<file path="config.mk">
export PLATFORM = sky130hd
export DESIGN_NAME = pico_l15_bridge
export DESIGN_NICKNAME = d
export VERILOG_FILES = /design/src/rtl/l15_pkg.sv /design/src/rtl/pico_l15_bridge.sv
export SDC_FILE = /design/constraint.sdc
export NUM_CORES = 1
export LEC_CHECK = 0
export ABC_AREA = 1
export CELL_PAD_IN_SITES_DETAIL_PLACEMENT = 1
export CELL_PAD_IN_SITES_GLOBAL_PLACEMENT = 2
export CORE_MARGIN = 2
export CORE_UTILIZATION = 16
export DETAILED_ROUTE_END_ITERATION = 10
export GPL_ROUTABILITY_DRIVEN = 0
export PLACE_DENSITY_LB_ADDON = 0.25
export SLEW_MARGIN = 20
export SYNTH_ARGS = -nofsm -noshare
export SYNTH_HDL_FRONTEND = slang
export SYNTH_SLANG_ARGS = --single-unit
</file>
<file path="constraint.sdc">
create_clock -name clk -period 1.59 [get_ports clk]
set_input_delay 0.477 -clock clk [delete_from_list [all_inputs] [get_ports clk]]
set_output_delay 0.477 -clock clk [all_outputs]
set_load 0.03 [all_outputs]
</file>
<file path="src/rtl/l15_pkg.sv">
// Shared L1.5 request/response encodings for the PicoRV32 bridge.
// Also holds width defaults and the byte-lane swap helper.
package l15_pkg;

   localparam int L15_PHY_ADDR_WIDTH = 40;
   localparam int L15_AMO_OP_WIDTH   = 4;

   typedef enum logic [1:0] {
      ST_IDLE,
      ST_REQ,
      ST_WAIT
   } state_t;

   localparam logic [4:0] RQ_LOAD  = 5'b00000;
   localparam logic [4:0] RQ_STORE = 5'b00001;
   localparam logic [4:0] RQ_AMO   = 5'b00110;

   localparam logic [3:0] RET_LOAD = 4'b0000;
   localparam logic [3:0] RET_ST   = 4'b0100;
   localparam logic [3:0] RET_INT  = 4'b0111;
   localparam logic [3:0] RET_AMO  = 4'b1001;

   localparam logic [2:0] SZ_BYTE = 3'b000;
   localparam logic [2:0] SZ_HALF = 3'b001;
   localparam logic [2:0] SZ_WORD = 3'b010;

   function automatic logic [31:0] byte_swap32(input logic [31:0] w);
      return {w[7:0], w[15:8], w[23:16], w[31:24]};
   endfunction

   // Irregular strobe patterns fall back to a full word
   function automatic logic [2:0] store_size(input logic [3:0] s);
      case (s)
         4'hF:                   return SZ_WORD;
         4'h3, 4'hC:             return SZ_HALF;
         4'h1, 4'h2, 4'h4, 4'h8: return SZ_BYTE;
         default:                return SZ_WORD;
      endcase
   endfunction

endpackage

</file>
<file path="src/rtl/pico_l15_bridge.sv">
// PicoRV32 valid/ready memory port to OpenPiton L1.5 transducer.
// One request outstanding; returns load data and interrupt pulses.
module pico_l15_bridge
   import l15_pkg::*;
#(
   parameter int PHY_ADDR_WIDTH = L15_PHY_ADDR_WIDTH,
   parameter int AMO_OP_WIDTH   = L15_AMO_OP_WIDTH
) (
   input  logic                      clk,
   input  logic                      rst_n,
   input  logic                      pico_transducer_mem_valid,
   input  logic [31:0]               pico_transducer_mem_addr,
   input  logic [3:0]                pico_transducer_mem_wstrb,
   input  logic [31:0]               pico_transducer_mem_wdata,
   input  logic [AMO_OP_WIDTH-1:0]   pico_transducer_mem_amo_op,
   output logic                      transducer_pico_mem_ready,
   output logic [31:0]               transducer_pico_mem_rdata,
   output logic                      pico_int,
   output logic                      transducer_l15_val,
   output logic [4:0]                transducer_l15_rqtype,
   output logic [AMO_OP_WIDTH-1:0]   transducer_l15_amo_op,
   output logic [2:0]                transducer_l15_size,
   output logic [PHY_ADDR_WIDTH-1:0] transducer_l15_address,
   output logic [63:0]               transducer_l15_data,
   output logic                      transducer_l15_nc,
   input  logic                      l15_transducer_ack,
   input  logic                      l15_transducer_header_ack,
   output logic                      transducer_l15_threadid,
   output logic                      transducer_l15_prefetch,
   output logic                      transducer_l15_invalidate_cacheline,
   output logic                      transducer_l15_blockstore,
   output logic                      transducer_l15_blockinitstore,
   output logic [1:0]                transducer_l15_l1rplway,
   output logic [63:0]               transducer_l15_data_next_entry,
   output logic [32:0]               transducer_l15_csm_data,
   input  logic                      l15_transducer_val,
   input  logic [3:0]                l15_transducer_returntype,
   input  logic [63:0]               l15_transducer_data_0,
   input  logic [63:0]               l15_transducer_data_1,
   output logic                      transducer_l15_req_ack
);

   state_t state, state_nxt;

   logic        start;
   logic        done;
   logic        is_int;
   logic [4:0]  rq_d;
   logic [2:0]  sz_d;
   logic [3:0]  ret_d;
   logic [3:0]  exp_ret;
   logic [31:0] rword;
   logic [31:0] rdata_d;
   logic        unused_ok;

   // Valid is ignored during the ready cycle so a held request is not re-latched early
   assign start = (state == ST_IDLE) && pico_transducer_mem_valid
                  && !transducer_pico_mem_ready;
   assign done = (state == ST_WAIT) && l15_transducer_val
                 && (l15_transducer_returntype == exp_ret);
   assign is_int = l15_transducer_val
                   && (l15_transducer_returntype == RET_INT);

   always_ff @(posedge clk or negedge rst_n) begin
      if (!rst_n) state <= ST_IDLE;
      else        state <= state_nxt;
   end

   always_comb begin
      state_nxt = state;
      unique case (state)
         ST_IDLE: if (start) state_nxt = ST_REQ;
         ST_REQ:  if (l15_transducer_ack) state_nxt = ST_WAIT;
         ST_WAIT: if (done) state_nxt = ST_IDLE;
         default: state_nxt = ST_IDLE;
      endcase
   end

   always_comb begin
      transducer_l15_val     = (state == ST_REQ);
      transducer_l15_req_ack = l15_transducer_val;
   end

   always_comb begin
      rq_d  = RQ_LOAD;
      sz_d  = SZ_WORD;
      ret_d = RET_LOAD;
      if (pico_transducer_mem_amo_op != '0) begin
         rq_d  = RQ_AMO;
         ret_d = RET_AMO;
      end else if (pico_transducer_mem_wstrb != 4'h0) begin
         rq_d  = RQ_STORE;
         ret_d = RET_ST;
         sz_d  = store_size(pico_transducer_mem_wstrb);
      end
   end

   // L1.5 data is big-endian; address bit 2 picks the 32-bit half
   always_comb begin
      rword = transducer_l15_address[2] ? l15_transducer_data_0[31:0]
                                        : l15_transducer_data_0[63:32];
      rdata_d = (transducer_l15_rqtype == RQ_STORE) ? 32'h0
                                                    : byte_swap32(rword);
   end

   always_ff @(posedge clk or negedge rst_n) begin
      if (!rst_n) begin
         transducer_l15_rqtype     <= '0;
         transducer_l15_size       <= '0;
         transducer_l15_address    <= '0;
         transducer_l15_data       <= '0;
         transducer_l15_nc         <= 1'b0;
         transducer_l15_amo_op     <= '0;
         exp_ret                   <= '0;
         transducer_pico_mem_ready <= 1'b0;
         transducer_pico_mem_rdata <= '0;
         pico_int                  <= 1'b0;
      end else begin
         if (start) begin
            transducer_l15_rqtype  <= rq_d;
            transducer_l15_size    <= sz_d;
            transducer_l15_address <= PHY_ADDR_WIDTH'(pico_transducer_mem_addr);
            transducer_l15_data    <= {2{byte_swap32(pico_transducer_mem_wdata)}};
            transducer_l15_nc      <= pico_transducer_mem_addr[31];
            transducer_l15_amo_op  <= pico_transducer_mem_amo_op;
            exp_ret                <= ret_d;
         end
         transducer_pico_mem_ready <= done;
         transducer_pico_mem_rdata <= done ? rdata_d : 32'h0;
         pico_int                  <= is_int;
      end
   end

   assign transducer_l15_threadid             = 1'b0;
   assign transducer_l15_prefetch             = 1'b0;
   assign transducer_l15_invalidate_cacheline = 1'b0;
   assign transducer_l15_blockstore           = 1'b0;
   assign transducer_l15_blockinitstore       = 1'b0;
   assign transducer_l15_l1rplway             = 2'b00;
   assign transducer_l15_data_next_entry      = 64'h0;
   assign transducer_l15_csm_data             = 33'h0;

   assign unused_ok = ^{l15_transducer_header_ack, l15_transducer_data_1};

endmodule

</file>
==> results of run 1 <==
[worst reg2reg max path, delay by kind of cell, from the launching register on]
kind	cells	cell delay, ns
flops	1	0.41
simple gates	5	0.56
buf+inv	2	0.28
[routing by layer]
layer,part of all wire [%],vias to the layer above
met5,0,-
met4,0.95,0
met3,7.3,13
met2,49,216
met1,43,2062
li1,-,2115
[sequential cells by signal, indices dropped and copies added (netlist names)]
signal	count
transducer_pico_mem_rdata	32
transducer_l15_address	31
transducer_l15_data	32
transducer_pico_mem_ready	1
transducer_l15_amo_op	4
pico_int	1
transducer_l15_size	2
state	2
transducer_l15_rqtype	2
transducer_l15_nc	1
[cell families after synthesis]
group                  count (synthesis)
other                                  1
AO/OA/AOI/OAI                          7
buffers and inverters                187
AND/OR/NAND/NOR                      272
flip-flops                           108
multiplexers                          32
[final cells by class]
type | count | area share (%)
Tap cell | 455 | 6.41
Multi-Input combinational cell | 426 | 21.7
Clock inverter | 6 | 0.634
Sequential cell | 108 | 30.5
Timing Repair Buffer | 313 | 37.5
Inverter | 15 | 0.634
Clock buffer | 10 | 2.58
[how the worst max path moves through the flow]
| stage | endpoint | slack (ns) | cells after the start |
|---|---|---|---|
| after detailed placement | transducer_l15_size[1] | -0.35 | 7 |
| after CTS | transducer_l15_data[44] | -0.005 | 1 |
| final | transducer_l15_address[8] | 0.04 | 1 |
| after global routing | transducer_l15_val | -0.008 | 2 |
| after global placement | transducer_l15_size[1] | -0.36 | 7 |
| after floorplan | transducer_pico_mem_rdata[10] | 0.21 | 4 |
[per-stage QoR]
| step | hold WS, ns | cell area (µm²) | TNS (ns) | util [%] |
|---|---|---|---|---|
| finish | 0.0881 | 8870 | 0 | 25.9 |
| detailed placement | 0.461 | 8730 | -20.20 | 25.5 |
| global route | 0.0867 | 8870 | -0.00818 | 25.9 |
| global placement | 0.454 | 8730 | -19.38 | 25.5 |
| floorplan | 0.181 | 5960 | 0 | - |
| CTS | 0.0933 | 9090 | -0.00452 | 26.5 |
[cell usage after synthesis]
cell type	count	area, µm²
conb_1	1	3.75
nor2_1	11	41.3
o31ai_1	1	7.51
dfrtp_1	108	2700
o21ai_0	6	30.0
nor2_2	33	206
nand3_1	5	25.0
inv_1	11	41.3
buf_4	154	1160
buf_6	7	78.8
nand2_1	220	826
buf_2	11	55.1
nand3_2	1	10.0
nor3_1	1	5.00
nor2_4	1	11.3
mux2i_1	32	320
inv_2	4	15.0
[power breakdown]
group          total (W)  switching (W)  internal (W)
Sequential       0.00437       0.000730       0.00364
Combinational    0.00848        0.00515       0.00334
Clock            0.00229        0.00119       0.00110
[what timing repair did]
action	CTS	global route
gates resized for setup	272	74
buffers inserted	1	0
setup endpoints to repair	106	53
hold buffers	0	0
pin swaps	0	0
==> results.ini, run 1 <==
[status]
status=complete, no violations

[timing]
period_share_pct=97.4
fmax_ghz=0.646
min_period_ns=1.55
setup_viol=0
clock-skew-final_ns=0.0133
slew_viol_final=0
layout_setup_ws_ns=0.0415
rsz0062_at_grt=true
hold_viol_final=0

[drt]
final_antenna_net_count=0
wl_mm=19.1
drt-initial-drc-count=96
wl_per_cell_um=14.3
via_per_inst=3.31
drc=0
firstDrtPassIters=4
vias=4406

[final_layout]
final_cell_mix=nand2_1, clkdlybuf4s50_1, conb_1
area.sequential_um2=2710
fillCellCount=4050
layout-drive-gt1-share_pct=25.2
stdcell_count=1333
nets=1083
syn_to_final_growth_pct=60.3
final_common_cell=nand2_1
multi_input_area_um2=1930
antennaDiodeCount=0

[critical_path]
cp_slowest_cell=dfrtp_1
r2r_cells=7
cp-startpoint=transducer_l15_address[8]
crit_family=flip-flops
worstPathRequired_ns=1.11
regToRegEndpoint=transducer_l15_size[1]
cp.arrival_ns=1.07
worst_path_largest_cell_delay_ns=0.38
start_kind=flip-flop
worstPathCellList=clkdlybuf4s15_1
r2r_start=state[0]
cp-end-kind=output pin
r2r_slack_ns=0.24
crit_type=flip-flop to output pin
critical_path_buf_inv_count=1
crit_path_max_fanout=2

[logic_synthesis]
synth_xor_area_share_pct=0
synth.area.mux_share_pct=5.79
synthesis.area_um2=5540
postSynthAreaPerCell_um2=9.12
synth_top_family_by_area=buffers and inverters
syn_inst=607
synth_adder_area_share_pct=0
synth_compound_area_share_pct=0.678
yosys_warnings=0
synth-simple-area-share_pct=20.3
synth_seq_cells=108
ys_seq_area_share_pct=48.8
synthDistinctLibCells=17

[die]
std_cell_rows=68
io_pins=467
die_height_um=190
start_util_pct=16.1
coreArea_um2=34300
die_width_um=190
die-area_um2=36100

[grt]
grt.total_usage_pct=10.3
grt_pass1_wl_mm=27.9
antenna_found_initial=0
grt_use_met2_pct=17.6
overflow=0
first_global_vias=4501
use_met1_pct=12.9
top_usage_layer=met2
grt_max_degree=68
grtUsageMet3_pct=2.75

[min_path]
min_path_type=primary input to asynchronous set/reset pin

[clock_network]
path_clk_slew_ns=0.08
cts_buffer_depth=2
cts_sinks=108
numCtsBuffers=9
cts_tree=yes
ctsHtreeMaxLevel=3
clockRootBuffer=clkbuf_16
clk_latency_ns=0.36

[place]
numPortBuffers=286
dp_hpwl_mm=14.8
place_ws_ns=-0.347
dp.cells=1316

[power_and_ir_drop]
p_leak_nw=4.37
ir_drop_v=0.000678
powerDensity_nw_per_um2=1710
total_power_w=0.0151

[job]
max_cap_viol_count=0

Note: power is estimated with default switching activity, not from simulation.
==> run 2, diff against run 1 <==
--- a/config.mk
+++ b/config.mk
@@ -8,11 +8,13 @@
 export ABC_AREA = 1
 export CELL_PAD_IN_SITES_DETAIL_PLACEMENT = 1
 export CELL_PAD_IN_SITES_GLOBAL_PLACEMENT = 2
-export CORE_MARGIN = 2
+export CORE_MARGIN = 4
 export CORE_UTILIZATION = 16
 export DETAILED_ROUTE_END_ITERATION = 10
 export GPL_ROUTABILITY_DRIVEN = 0
+export GPL_TIMING_DRIVEN = 1
 export PLACE_DENSITY_LB_ADDON = 0.25
+export RECOVER_POWER = 100
 export SLEW_MARGIN = 20
 export SYNTH_ARGS = -nofsm -noshare
 export SYNTH_HDL_FRONTEND = slang
==> results.ini, run 2 (same netlist as run 1, synthesis figures left out) <==
[place]
dpl_cell_area_um2=8720
dp.cells=1315
place_ws_ns=-0.326
dp_hpwl_mm=15.9
numPortBuffers=286

[final_layout]
stdcell_count=1332
layout-drive-gt1-share_pct=20.7
fin_area_um2=8260
fillCellCount=4000
final_cell_mix=nand2_1, clkdlybuf4s50_1, conb_1
syn_to_final_growth_pct=49.2
reg_top3=transducer_l15_data (32), transducer_pico_mem_rdata (32), transducer_l15_address (31)
nets=1089
antennaDiodeCount=0
final_common_cell=nand2_1

[timing]
relSlewSlack_pct=10.4
worst_slew_pin_slew_ns=1.34
hold_viol_final=0
period_share_pct=97.4
min_period_ns=1.55
fmax_ghz=0.645
layout_setup_ws_ns=0.0407
clock-skew-final_ns=0.0119
setup_viol=0
slew_viol_final=0
tns_ns=0
rsz0062_at_grt=false

[drt]
drc=0
via_per_inst=3.37
wl_mm=20.1
drt-initial-drc-count=83
final_antenna_net_count=0
wl_per_cell_um=15.1
firstDrtPassIters=4
vias=4493

[die]
coreArea_um2=33900
die_height_um=194
start_util_pct=16.3
io_pins=467
die-area_um2=37600
std_cell_rows=67
die_width_um=194

[clock_network]
ctsHtreeMaxLevel=3
cts_sinks=108
cts_tree=yes
clockRootBuffer=clkbuf_16
ctsHoldBuffers=0
numCtsBuffers=9
path_clk_slew_ns=0.08
clk_latency_ns=0.36
cts_buffer_depth=2

[critical_path]
cp_slowest_cell=dfrtp_1
cp.depth=1
worstPathRequired_ns=1.11
worst_path_largest_cell_delay_ns=0.38
r2r_slack_ns=0.16
r2r_start=state[1]
crit_path_max_fanout=2
cp-end-kind=output pin
regToRegEndpoint=transducer_l15_data[48]
crit_type=flip-flop to output pin
cp.arrival_ns=1.07
start_kind=flip-flop
critical_path_buf_inv_count=1
r2r_cells=7
crit_family=flip-flops
worstPathCellList=clkdlybuf4s15_1

[job]
max_cap_viol_count=0

[power_and_ir_drop]
total_power_w=0.0142
powerDensity_nw_per_um2=1720
ir_drop_v=0.000674
p_leak_nw=4.17

[grt]
first_global_vias=4613
grt_pass1_wl_mm=29.9
overflow=0
grt_max_degree=34
antenna_found_initial=0
grt.total_usage_pct=10.3

[min_path]
min_path_type=primary input to asynchronous set/reset pin

[status]
status=complete, no violations

-- run 2: through the flow --
stage                     util, %  hold WS, ns
after floorplan                 -        0.181
after detailed placement     25.8        0.415
after CTS                    26.9      0.00893
after global placement       25.8        0.420
final                        24.4        0.413
after global routing         24.4        0.495
-- run 2: what timing repair did --
item / CTS / global route
pin swaps: 1 / 1
setup endpoints to repair: 106 / 28
hold endpoints to repair: 0 / 0
resized for setup: 297 / 35
setup buffers: 1 / 0
-- run 2: cell type report --
type | instances | area, µm² | share of cell area [%]
clock inverter | 5 | 35.0 | 0.424
inverter | 15 | 56.3 | 0.682
tap | 448 | 561 | 6.79
multi-input combinational | 426 | 1850 | 22.5
sequential | 108 | 2710 | 32.8
clock buffer | 11 | 243 | 2.94
timing repair buffer | 319 | 2800 | 33.9
-- run 2: routing by layer --
metal / routed length [µm] / vias to the layer above / global-route usage [%] / part of all wire, %
met2: 9850 / 204 / 17.6 / 49
met3: 1250 / 14 / 2.75 / 6.2
met1: 8740 / 2147 / 13.0 / 43
li1: - / 2128 / - / -
met4: 245 / 0 / 2.63 / 1.2
met5: 0 / - / 0 / 0
-- run 2: worst max path at each step --
stage                                    startpoint                            end  slack, ns
after floorplan           transducer_l15_address[2]  transducer_pico_mem_rdata[10]       0.21
after global placement           l15_transducer_val   transducer_pico_mem_rdata[0]      -0.33
after detailed placement         l15_transducer_val   transducer_pico_mem_rdata[0]      -0.33
after CTS                   transducer_l15_data[62]        transducer_l15_data[62]      -0.09
after global routing        transducer_l15_data[55]        transducer_l15_data[55]      0.001
final                     transducer_l15_address[6]      transducer_l15_address[6]       0.04
-- run 2: power by group --
part           switching, W  leakage (nW)  internal [W]
sequential         0.000633          1.39       0.00364
combinational       0.00514          2.65       0.00255
clock               0.00114         0.136       0.00111
total               0.00691          4.17       0.00730
